**src/rtl/fir_pkg.sv**
```systemverilog
// Shared sizing and output-scaling helpers for the systolic FIR filter.
package fir_pkg;

  function automatic int fir_acc_w(input int data_w, input int coef_w, input int num_taps);
    return data_w + coef_w + $clog2(num_taps);
  endfunction

  function automatic logic signed [63:0] data_max(input int w);
    return (64'sd1 <<< (w - 1)) - 64'sd1;
  endfunction

  function automatic logic signed [63:0] data_min(input int w);
    return -(64'sd1 <<< (w - 1));
  endfunction

  // Round half up, then arithmetic shift; frac_bits = 0 passes the value through.
  function automatic logic signed [63:0] round_shift(input logic signed [63:0] value,
                                                     input int frac_bits);
    logic signed [63:0] r;
    if (frac_bits > 0) begin
      r = (value + (64'sd1 <<< (frac_bits - 1))) >>> frac_bits;
    end else begin
      r = value;
    end
    return r;
  endfunction

  function automatic logic signed [63:0] sat_round(input logic signed [63:0] value,
                                                   input int frac_bits, input int out_w);
    logic signed [63:0] r;
    r = round_shift(value, frac_bits);
    if (r > data_max(out_w)) begin
      r = data_max(out_w);
    end else if (r < data_min(out_w)) begin
      r = data_min(out_w);
    end else begin
      r = r;
    end
    return r;
  endfunction

  function automatic logic sat_hit(input logic signed [63:0] value,
                                   input int frac_bits, input int out_w);
    logic signed [63:0] r;
    r = round_shift(value, frac_bits);
    return (r > data_max(out_w)) || (r < data_min(out_w));
  endfunction

endpackage

```
**src/rtl/fir_tap_mac.sv**
```systemverilog
// One transposed-form tap: s <= s_in + x*h on advance, flushed by clr.
module fir_tap_mac
  import fir_pkg::*;
#(
  parameter int DATA_W = 17,
  parameter int COEF_W = 17,
  parameter int ACC_W  = 36
) (
  input  logic                     clk_i,
  input  logic                     rst_ni,
  input  logic                     clr_i,
  input  logic                     adv_i,
  input  logic signed [DATA_W-1:0] x_i,
  input  logic signed [COEF_W-1:0] h_i,
  input  logic signed [ACC_W-1:0]  s_i,
  output logic signed [ACC_W-1:0]  s_o
);

  logic signed [ACC_W-1:0] mac_s;
  logic signed [ACC_W-1:0] s_d, s_q;

  assign mac_s = ACC_W'(x_i) * ACC_W'(h_i) + s_i;
  assign s_o   = s_q;

  always_comb begin
    s_d = s_q;
    if (clr_i) begin
      s_d = '0;
    end else if (adv_i) begin
      s_d = mac_s;
    end else begin
      s_d = s_q;
    end
  end

  always_ff @(posedge clk_i or negedge rst_ni) begin
    if (!rst_ni) begin
      s_q <= '0;
    end else begin
      s_q <= s_d;
    end
  end

endmodule

```
**src/rtl/fir_systolic_pipeline.sv**
```systemverilog
// Transposed-form FIR with runtime coefficients, rounding/saturating output
// register and valid/ready flow control.
module fir_systolic_pipeline
  import fir_pkg::*;
#(
  parameter int NUM_TAPS  = 4,
  parameter int DATA_W    = 17,
  parameter int COEF_W    = 17,
  parameter int FRAC_BITS = 16,
  parameter int ADDR_W    = 2
) (
  input  logic                     clk_i,
  input  logic                     rst_ni,
  input  logic                     clr_i,
  input  logic                     coef_we_i,
  input  logic [ADDR_W-1:0]        coef_addr_i,
  input  logic signed [COEF_W-1:0] coef_data_i,
  input  logic                     in_valid_i,
  output logic                     in_ready_o,
  input  logic signed [DATA_W-1:0] x_in_i,
  output logic                     out_valid_o,
  input  logic                     out_ready_i,
  output logic signed [DATA_W-1:0] y_out_o,
  output logic                     out_sat_o
);

  localparam int ACC_W = fir_acc_w(DATA_W, COEF_W, NUM_TAPS);

  logic signed [COEF_W-1:0] h_d [NUM_TAPS];
  logic signed [COEF_W-1:0] h_q [NUM_TAPS];
  logic signed [ACC_W-1:0]  s_w [1:NUM_TAPS];
  logic signed [ACC_W-1:0]  full_s;
  logic                     adv_s;
  logic signed [DATA_W-1:0] y_d, y_q;
  logic                     vld_d, vld_q;
  logic                     sat_d, sat_q;

  assign in_ready_o  = rst_ni && !clr_i && (!vld_q || out_ready_i);
  assign adv_s       = in_valid_i && in_ready_o;
  assign out_valid_o = vld_q;
  assign y_out_o     = y_q;
  assign out_sat_o   = sat_q;

  // The last tap has no upstream partial sum.
  assign s_w[NUM_TAPS] = '0;

  for (genvar k = 1; k < NUM_TAPS; k++) begin : g_tap
    fir_tap_mac #(
      .DATA_W (DATA_W),
      .COEF_W (COEF_W),
      .ACC_W  (ACC_W)
    ) u_tap (
      .clk_i  (clk_i),
      .rst_ni (rst_ni),
      .clr_i  (clr_i),
      .adv_i  (adv_s),
      .x_i    (x_in_i),
      .h_i    (h_q[k]),
      .s_i    (s_w[k+1]),
      .s_o    (s_w[k])
    );
  end

  assign full_s = ACC_W'(x_in_i) * ACC_W'(h_q[0]) + s_w[1];

  always_comb begin
    h_d = h_q;
    for (int k = 0; k < NUM_TAPS; k++) begin
      if (coef_we_i && (coef_addr_i == ADDR_W'(k))) begin
        h_d[k] = coef_data_i;
      end else begin
        h_d[k] = h_q[k];
      end
    end
  end

  always_ff @(posedge clk_i or negedge rst_ni) begin
    if (!rst_ni) begin
      for (int k = 0; k < NUM_TAPS; k++) begin
        h_q[k] <= '0;
      end
    end else begin
      h_q <= h_d;
    end
  end

  // clr wins over advance, and advance wins over the output handshake.
  always_comb begin
    y_d   = y_q;
    vld_d = vld_q;
    sat_d = sat_q;
    if (clr_i) begin
      y_d   = '0;
      vld_d = 1'b0;
      sat_d = 1'b0;
    end else if (adv_s) begin
      y_d   = DATA_W'(sat_round(64'(full_s), FRAC_BITS, DATA_W));
      sat_d = sat_hit(64'(full_s), FRAC_BITS, DATA_W);
      vld_d = 1'b1;
    end else if (out_ready_i) begin
      vld_d = 1'b0;
    end else begin
      vld_d = vld_q;
    end
  end

  always_ff @(posedge clk_i or negedge rst_ni) begin
    if (!rst_ni) begin
      y_q   <= '0;
      vld_q <= 1'b0;
      sat_q <= 1'b0;
    end else begin
      y_q   <= y_d;
      vld_q <= vld_d;
      sat_q <= sat_d;
    end
  end

endmodule

```
**config.mk**
```make
export PLATFORM = sky130hd
export DESIGN_NAME = fir_systolic_pipeline
export DESIGN_NICKNAME = d
export VERILOG_FILES = /design/src/rtl/fir_pkg.sv /design/src/rtl/fir_tap_mac.sv /design/src/rtl/fir_systolic_pipeline.sv
export SDC_FILE = /design/constraint.sdc
export NUM_CORES = 2
export LEC_CHECK = 0
export ABC_AREA = 1
export CELL_PAD_IN_SITES_DETAIL_PLACEMENT = 1
export CELL_PAD_IN_SITES_GLOBAL_PLACEMENT = 1
export CORE_AREA = 3 3 345 347
export CTS_CLUSTER_SIZE = 8
export DETAILED_ROUTE_END_ITERATION = 10
export DIE_AREA = 0 0 348 350
export PLACE_DENSITY = 0.92
export SYNTH_ARGS = -nofsm -noshare
export SYNTH_HDL_FRONTEND = slang
export SYNTH_HIERARCHICAL = 1
export SYNTH_SLANG_ARGS = --single-unit
```
**constraint.sdc**
```tcl
create_clock -name clk_i -period 18.1 [get_ports clk_i]
set_input_delay 3.62 -clock clk_i [delete_from_list [all_inputs] [get_ports clk_i]]
set_output_delay 3.62 -clock clk_i [all_outputs]
set_load 0.03 [all_outputs]
```
Word level (Yosys, flattened, before mapping):

Cells that the tools add are included.

* output and inout port bits: 20
* logic and storage cells: 54
* input port bits: 42
* flip-flop bits (word level): 195

* eq/ne operators: 3
* $mul: 4
* muxes and demuxes: 17
* reduce and logical (&&, ||, !) cells: 14
* add/sub/neg operators: 4
* $lt $le $gt $ge: 2

Operators with widths (count)
* 36-bit 2-to-1 mux: 6
* 17-bit by 17-bit multiplier with 34-bit output: 4
* 64-bit 2-to-1 mux: 2
* 36-bit adder: 2
* 17-bit 2-to-1 mux: 4
* 64-bit by 17-bit greater-than comparator with 1-bit output, second input constant: 1
* 64-bit by 17-bit less-than comparator with 1-bit output, second input constant: 1
* 36-bit by 17-bit adder with 37-bit output, second input constant: 1
* 34-bit by 36-bit adder with 36-bit output: 1
* 1-bit logical AND: 7
* 1-bit 2-to-1 mux: 5
* 2-bit equality test, second input constant: 2
* 3-bit nonzero test: 1
* 2-bit by 1-bit equality test with 1-bit output, second input constant: 1
* 1-bit zero test: 2
* 2-bit zero test: 1
* 1-bit logical OR: 2
* 2-bit nonzero test: 1

Logic depth before layout (Yosys ltp):

* word-level depth: 11
* gate-level depth with buffers: 45
* depth with buffers taken out: 42

Cells and area by module:

The synthesis kept the hierarchy.

By module, submodules not included
* fir_systolic_pipeline: area each 18136.1 µm², cells each 2325, seq. area each 2177.1 µm², times used 1
* fir_tap_mac at g_tap[3].u_tap: area each 15325.9 µm², cells each 1996, seq. area each 900.9 µm², times used 1
* fir_tap_mac at g_tap[1].u_tap: area each 15235.9 µm², cells each 1971, seq. area each 900.9 µm², times used 1
* fir_tap_mac at g_tap[2].u_tap: area each 15217.1 µm², cells each 1964, seq. area each 900.9 µm², times used 1

Worst setup path after synthesis:

OpenSTA, ideal clock, no wires.

* kind: input-to-reg
* from: input port x_in_i[16]
* to: register sat_q (netlist: out_sat_o)
* arrival time: 10.033 ns
* stages: 32
* required time: 17.982 ns
* library setup time: 0.118 ns
* path buffers: 3
* slack: 7.949 ns
* cell sequence: clkbuf_1 clkbuf_1 nand2_1 fa_1 fa_1 inv_1 fa_1 fa_1 inv_1 fa_1 fa_1 inv_1 ha_1 nand2_1 nor2_1 nor2_1 nand2_1 a21oi_1 nand3_1 nand2_2 nand3_1 nor2_2 nand4_1 nand2_1 nand2_1 nor2_1 nand2_2 nand2_4 buf_12 nand2_2 nand2_1 nand2_1

* longest elaborated chain between the ends: 9
* elaborated cells on any way between the ends: 10
* classes of those cells: add/sub: 2; mul: 1; order compare: 2; mux: 4; reduce/logical: 1

Ends and longest elaborated chain
* start, declared: RTL line fir_systolic_pipeline.sv:20 `input logic signed [DATA_W-1:0] x_in_i,`
* 17-bit by 17-bit multiplier with 34-bit output (*): RTL line fir_systolic_pipeline.sv:64 `assign full_s = ACC_W'(x_in_i) * ACC_W'(h_q[0]) + s_w[1];`
* 34-bit by 36-bit adder with 36-bit output (*): RTL line fir_systolic_pipeline.sv:64
* 36-bit by 17-bit adder with 37-bit output (*): RTL line fir_pkg.sv:21 `r = (value + (64'sd1 <<< (frac_bits - 1))) >>> frac_bits;`
* 64-bit 2-to-1 mux (*): RTL line fir_systolic_pipeline.sv:96 `end else if (adv_s) begin`
* 64-bit 2-to-1 mux (*): RTL line fir_systolic_pipeline.sv:92 `if (clr_i) begin`
* 64-bit by 17-bit greater-than comparator with 1-bit output or 64-bit by 17-bit less-than comparator with 1-bit output (tied branches): RTL line fir_pkg.sv:46 `return (r > data_max(out_w)) || (r < data_min(out_w));`
* 1-bit logical OR (*): RTL line fir_pkg.sv:46
* 1-bit 2-to-1 mux (*): RTL line fir_systolic_pipeline.sv:96
* 1-bit 2-to-1 mux (*): RTL line fir_systolic_pipeline.sv:92
* end signal, assigned: RTL line fir_systolic_pipeline.sv:115 `sat_q <= sat_d;`
* end, declared: RTL line fir_systolic_pipeline.sv:36 `logic sat_d, sat_q;`

Mark *: on every way between the ends. The rest lies on a longest branch, timed or not. The select of a mux whose other input is x is not followed.
A chain may end at the register's enable or synchronous reset.

Worst setup path in the final report:

* from: input port x_in_i[16]
* to: register y_q[13] (netlist: y_out_o[13])

* longest elaborated chain between the ends: 10
* elaborated cells on any way between the ends: 11
* classes of those cells: add/sub: 2; mul: 1; order compare: 2; mux: 6

Ends and longest elaborated chain
* 17-bit by 17-bit multiplier with 34-bit output (*): RTL line fir_systolic_pipeline.sv:64
* 34-bit by 36-bit adder with 36-bit output (*): RTL line fir_systolic_pipeline.sv:64
* 36-bit by 17-bit adder with 37-bit output (*): RTL line fir_pkg.sv:21
* 64-bit 2-to-1 mux (*): RTL line fir_systolic_pipeline.sv:96
* 64-bit 2-to-1 mux (*): RTL line fir_systolic_pipeline.sv:92
* 64-bit by 17-bit less-than comparator with 1-bit output: RTL line fir_pkg.sv:34 `end else if (r < data_min(out_w)) begin`
* 17-bit 2-to-1 mux: RTL line fir_pkg.sv:34
* 17-bit 2-to-1 mux (*): RTL line fir_pkg.sv:32 `if (r > data_max(out_w)) begin`
* 17-bit 2-to-1 mux (*): RTL line fir_systolic_pipeline.sv:96
* 17-bit 2-to-1 mux (*): RTL line fir_systolic_pipeline.sv:92
* end signal, assigned: RTL line fir_systolic_pipeline.sv:113 `y_q <= y_d;`
* end, declared: RTL line fir_systolic_pipeline.sv:34 `logic signed [DATA_W-1:0] y_d, y_q;`

Marks and branches as above.

==> impl_results.md <==
- Slowest CP cell: fa_1
- Post-Synth Adder-Cell Area: 0.5254
- Synthesized cell area: 63,920 sq um
- Most frequent cells in the layout: 2,695 x inv_1, 2,117 x nand2_1, 1,415 x fa_1
- R2R Path Start: h_q[57]$_DFFE_PN0P_
- Final TNS setup: 0 ns
- Post-synthesis async set-or-reset flop share: 1.000
- Area Overhead vs Synth: 4.152%
- Antenna Violating Nets Remaining: 0
- Largest stage delay on the critical path: 0.81 ns
- Final hold vios: 0
- Io pins: 62
- Fillers: 14,630
- Status: complete, no violations
- Placed cells: 9,654
- Max Cap Viol: 0
- Critical path class: input pin to register
- Initial antenna violation count: 13
- Worst Reg2Reg Path Length in Cells: 37
- # rows: 125
- Post-CTS Resized: 0
- Multi-input gate area: 47,760 sq um
- Worst path required time: 18.60 ns
- Crit path launch type: input pin
- Setup Buffers After CTS: 0
- Rel. slew slack: 0.09458
- Library cells used by synthesis: 54
- GPL Wtd Cong: 0.9396
- Post-synthesis sequential area ratio: 0.07635
- Ratio of cells with drive above 1 in the final layout: 0.04521
- CP Capture Type: register
- Root Buffer: clkbuf_16
- CTS H-tree depth: 4
- Synth Area in XOR/XNOR: 0.005325
- Post-route worst setup slack: 6.573 ns
- Register area: 4880 sq um
- Skew final: 0.02816 ns
- Total clock sinks: 195
- Clock tree buffer depth: 2
- R2r endpoint: y_out_o[13]$_DFFE_PN0P_
- DRT Pass-1 Iters: 8
- Simple-Gate Fraction of Synth Area: 0.1828
- Net count, final: 10,030
- Minimum clock period: 11.53 ns
- Number of flops mapped to enable cells by yosys: 0
- Finished Layout Cells: 9,706
- Worst slew pin tran: 1.354 ns
- Syn Inst Count: 8,256
- Starting Density: 0.5500
- Pin count of the biggest net entering global routing: 69
- Main combinational cell family by area after synthesis: adder cells
- F_max: 86.75 MHz
- RSZ-0062 raised after global routing: false
- Clock Pin Slew Worst Setup and Hold Paths: 0.10 ns
- Setup violators final: 0
- Gr usage total: 0.4376
- Remaining DRCs: 0
- Die area: 121,800 sq um
- Die width: 348 um
- Hpwl dp: 198,400 um
- Final wirelength: 260,100 um
- Vias/cell: 5.838
- Hold Path Class: register to register
- Initial drt markers: 5,224
- CP arrival: 12.03 ns
- Die height: 350 um
- GR Overflow Total: 0
- CTS tree: built
- Most used cell, CP: nand2_1
- Wire length per cell: 26.80 um
- Total CTS buffers: 17
- Worst Hold Depth: 2
- Dpl ws: 6.269 ns
- Flop and latch count out of synthesis: 195
- Warnings, synthesis: 6
- Maximum fanout along the worst path: 43
- Final Max Tran Viols: 0
- Vias in the first global route: 67,830
- Post-synthesis mux area share: 0
- Min-Delay Endpoint: g_tap[1].u_tap/s_o[26]$_DFFE_PN0P_
- Worst-Skew Late Latency: 0.56 ns
- Via count of the routed design: 56,660
- Hold Path Origin: g_tap[1].u_tap/s_o[26]$_DFFE_PN0P_
- Main synth FF type: dfrtp_1
- CTS Hold Bufs: 0
- First-pass GRT wire length: 397,000 um
- Most common cell after layout, fill and taps aside: inv_1
- Compound-Gate Fraction of Synth Area: 0.03128
- CORE AREA: 116,200 sq um
- Mapped Avg Cell Area: 7.742 sq um
- IO Port Bufs: 61
- WHS: 0.4982 ns
- R2R Setup Slk: 9.81 ns
- Final Cycle Share: 0.6368
## per-stage QoR
| stage | utilization | area, sq um |
|---|---|---|
| floorplan | - | 64050 |
| global placement | 0.5672 | 65920 |
| detailed placement | 0.5672 | 65920 |
| CTS | 0.5724 | 66520 |
| global route | 0.5726 | 66540 |
| finish | 0.5729 | 66570 |
## cells by family (layout without fill, tap and decap cells)
| logic type | count (synthesis) | count (layout) |
|---|---|---|
| xor gates and xnor gates | 38 | 38 |
| other | 1 | 57 |
| and+or+nand+nor | 2796 | 2796 |
| buffers and inverters | 3030 | 2900 |
| DFF | 195 | 195 |
| AOI/OAI and AO/OA | 361 | 361 |
| adders and majority gates | 1835 | 1835 |
## sequential cells by signal, summed over array words and instances, names as in the netlist
register / cells
g_tap.u_tap/s_o: 108
h_q: 68
out_sat_o: 1
out_valid_o: 1
y_out_o: 17
## cells in the mapped netlist, drive strengths merged (8+ instances only)
library cell / number / share of area
a21oi: 152 / 0.012
dfrtp: 195 / 0.076
nand4: 36 / 0.0037
o21bai: 17 / 0.0022
nor4: 8 / 0.00078
clkbuf: 292 / 0.017
nand3b: 14 / 0.0017
nand3: 190 / 0.016
nor3: 24 / 0.0027
inv: 2716 / 0.16
nor2: 278 / 0.020
ha: 420 / 0.082
xnor2: 21 / 0.0029
o21ai: 163 / 0.013
a22o: 18 / 0.0025
fa: 1415 / 0.44
nand2: 2219 / 0.13
xor2: 17 / 0.0024
or2: 14 / 0.0014
buf: 12 / 0.0015
clkinv: 10 / 0.00059
## routing by layer
layer	vias to the layer above	routed length (um)	track usage
li1	22730	-	-
met1	28330	86080	0.4730
met2	3791	121600	0.7110
met3	1809	26820	0.1357
met4	6	25540	0.3560
met5	-	54	0.005495
## worst max-delay path by stage
stage / start / end / slack, ns / depth (start not counted)
CTS: x_in_i[16] / y_out_o[13]$_DFFE_PN0P_ / 6.80 / 32
global placement: x_in_i[16] / y_out_o[0]$_DFFE_PN0P_ / 6.65 / 32
floorplan: x_in_i[16] / out_sat_o$_DFFE_PN0P_ / 7.95 / 32
detailed placement: x_in_i[16] / y_out_o[13]$_DFFE_PN0P_ / 6.27 / 32
finish: x_in_i[16] / y_out_o[13]$_DFFE_PN0P_ / 6.57 / 32
global route: x_in_i[16] / y_out_o[15]$_DFFE_PN0P_ / 6.26 / 32
## critical path, delay by kind of cell
kind                       cells  cell delay (ns)
buffers and inverters          6             1.93
adders and majority gates      7             3.98
AOI/OAI and AO/OA              4             0.64
and+or+nand+nor               15             1.78
## final cells by class
type	instances	share of cell area
multi-input cells	5067	0.7174
clock buffers	17	0.006391
clock inverters	15	0.002669
inverters	2726	0.1537
diodes	20	0.0007518
flip-flops and latches	195	0.07330
repair buffers	142	0.01710
well taps	1524	0.02864
Power is left out: the tool's default activity adds up to more than one toggle a clock period on the data nets, which glitch-free logic cannot reach.
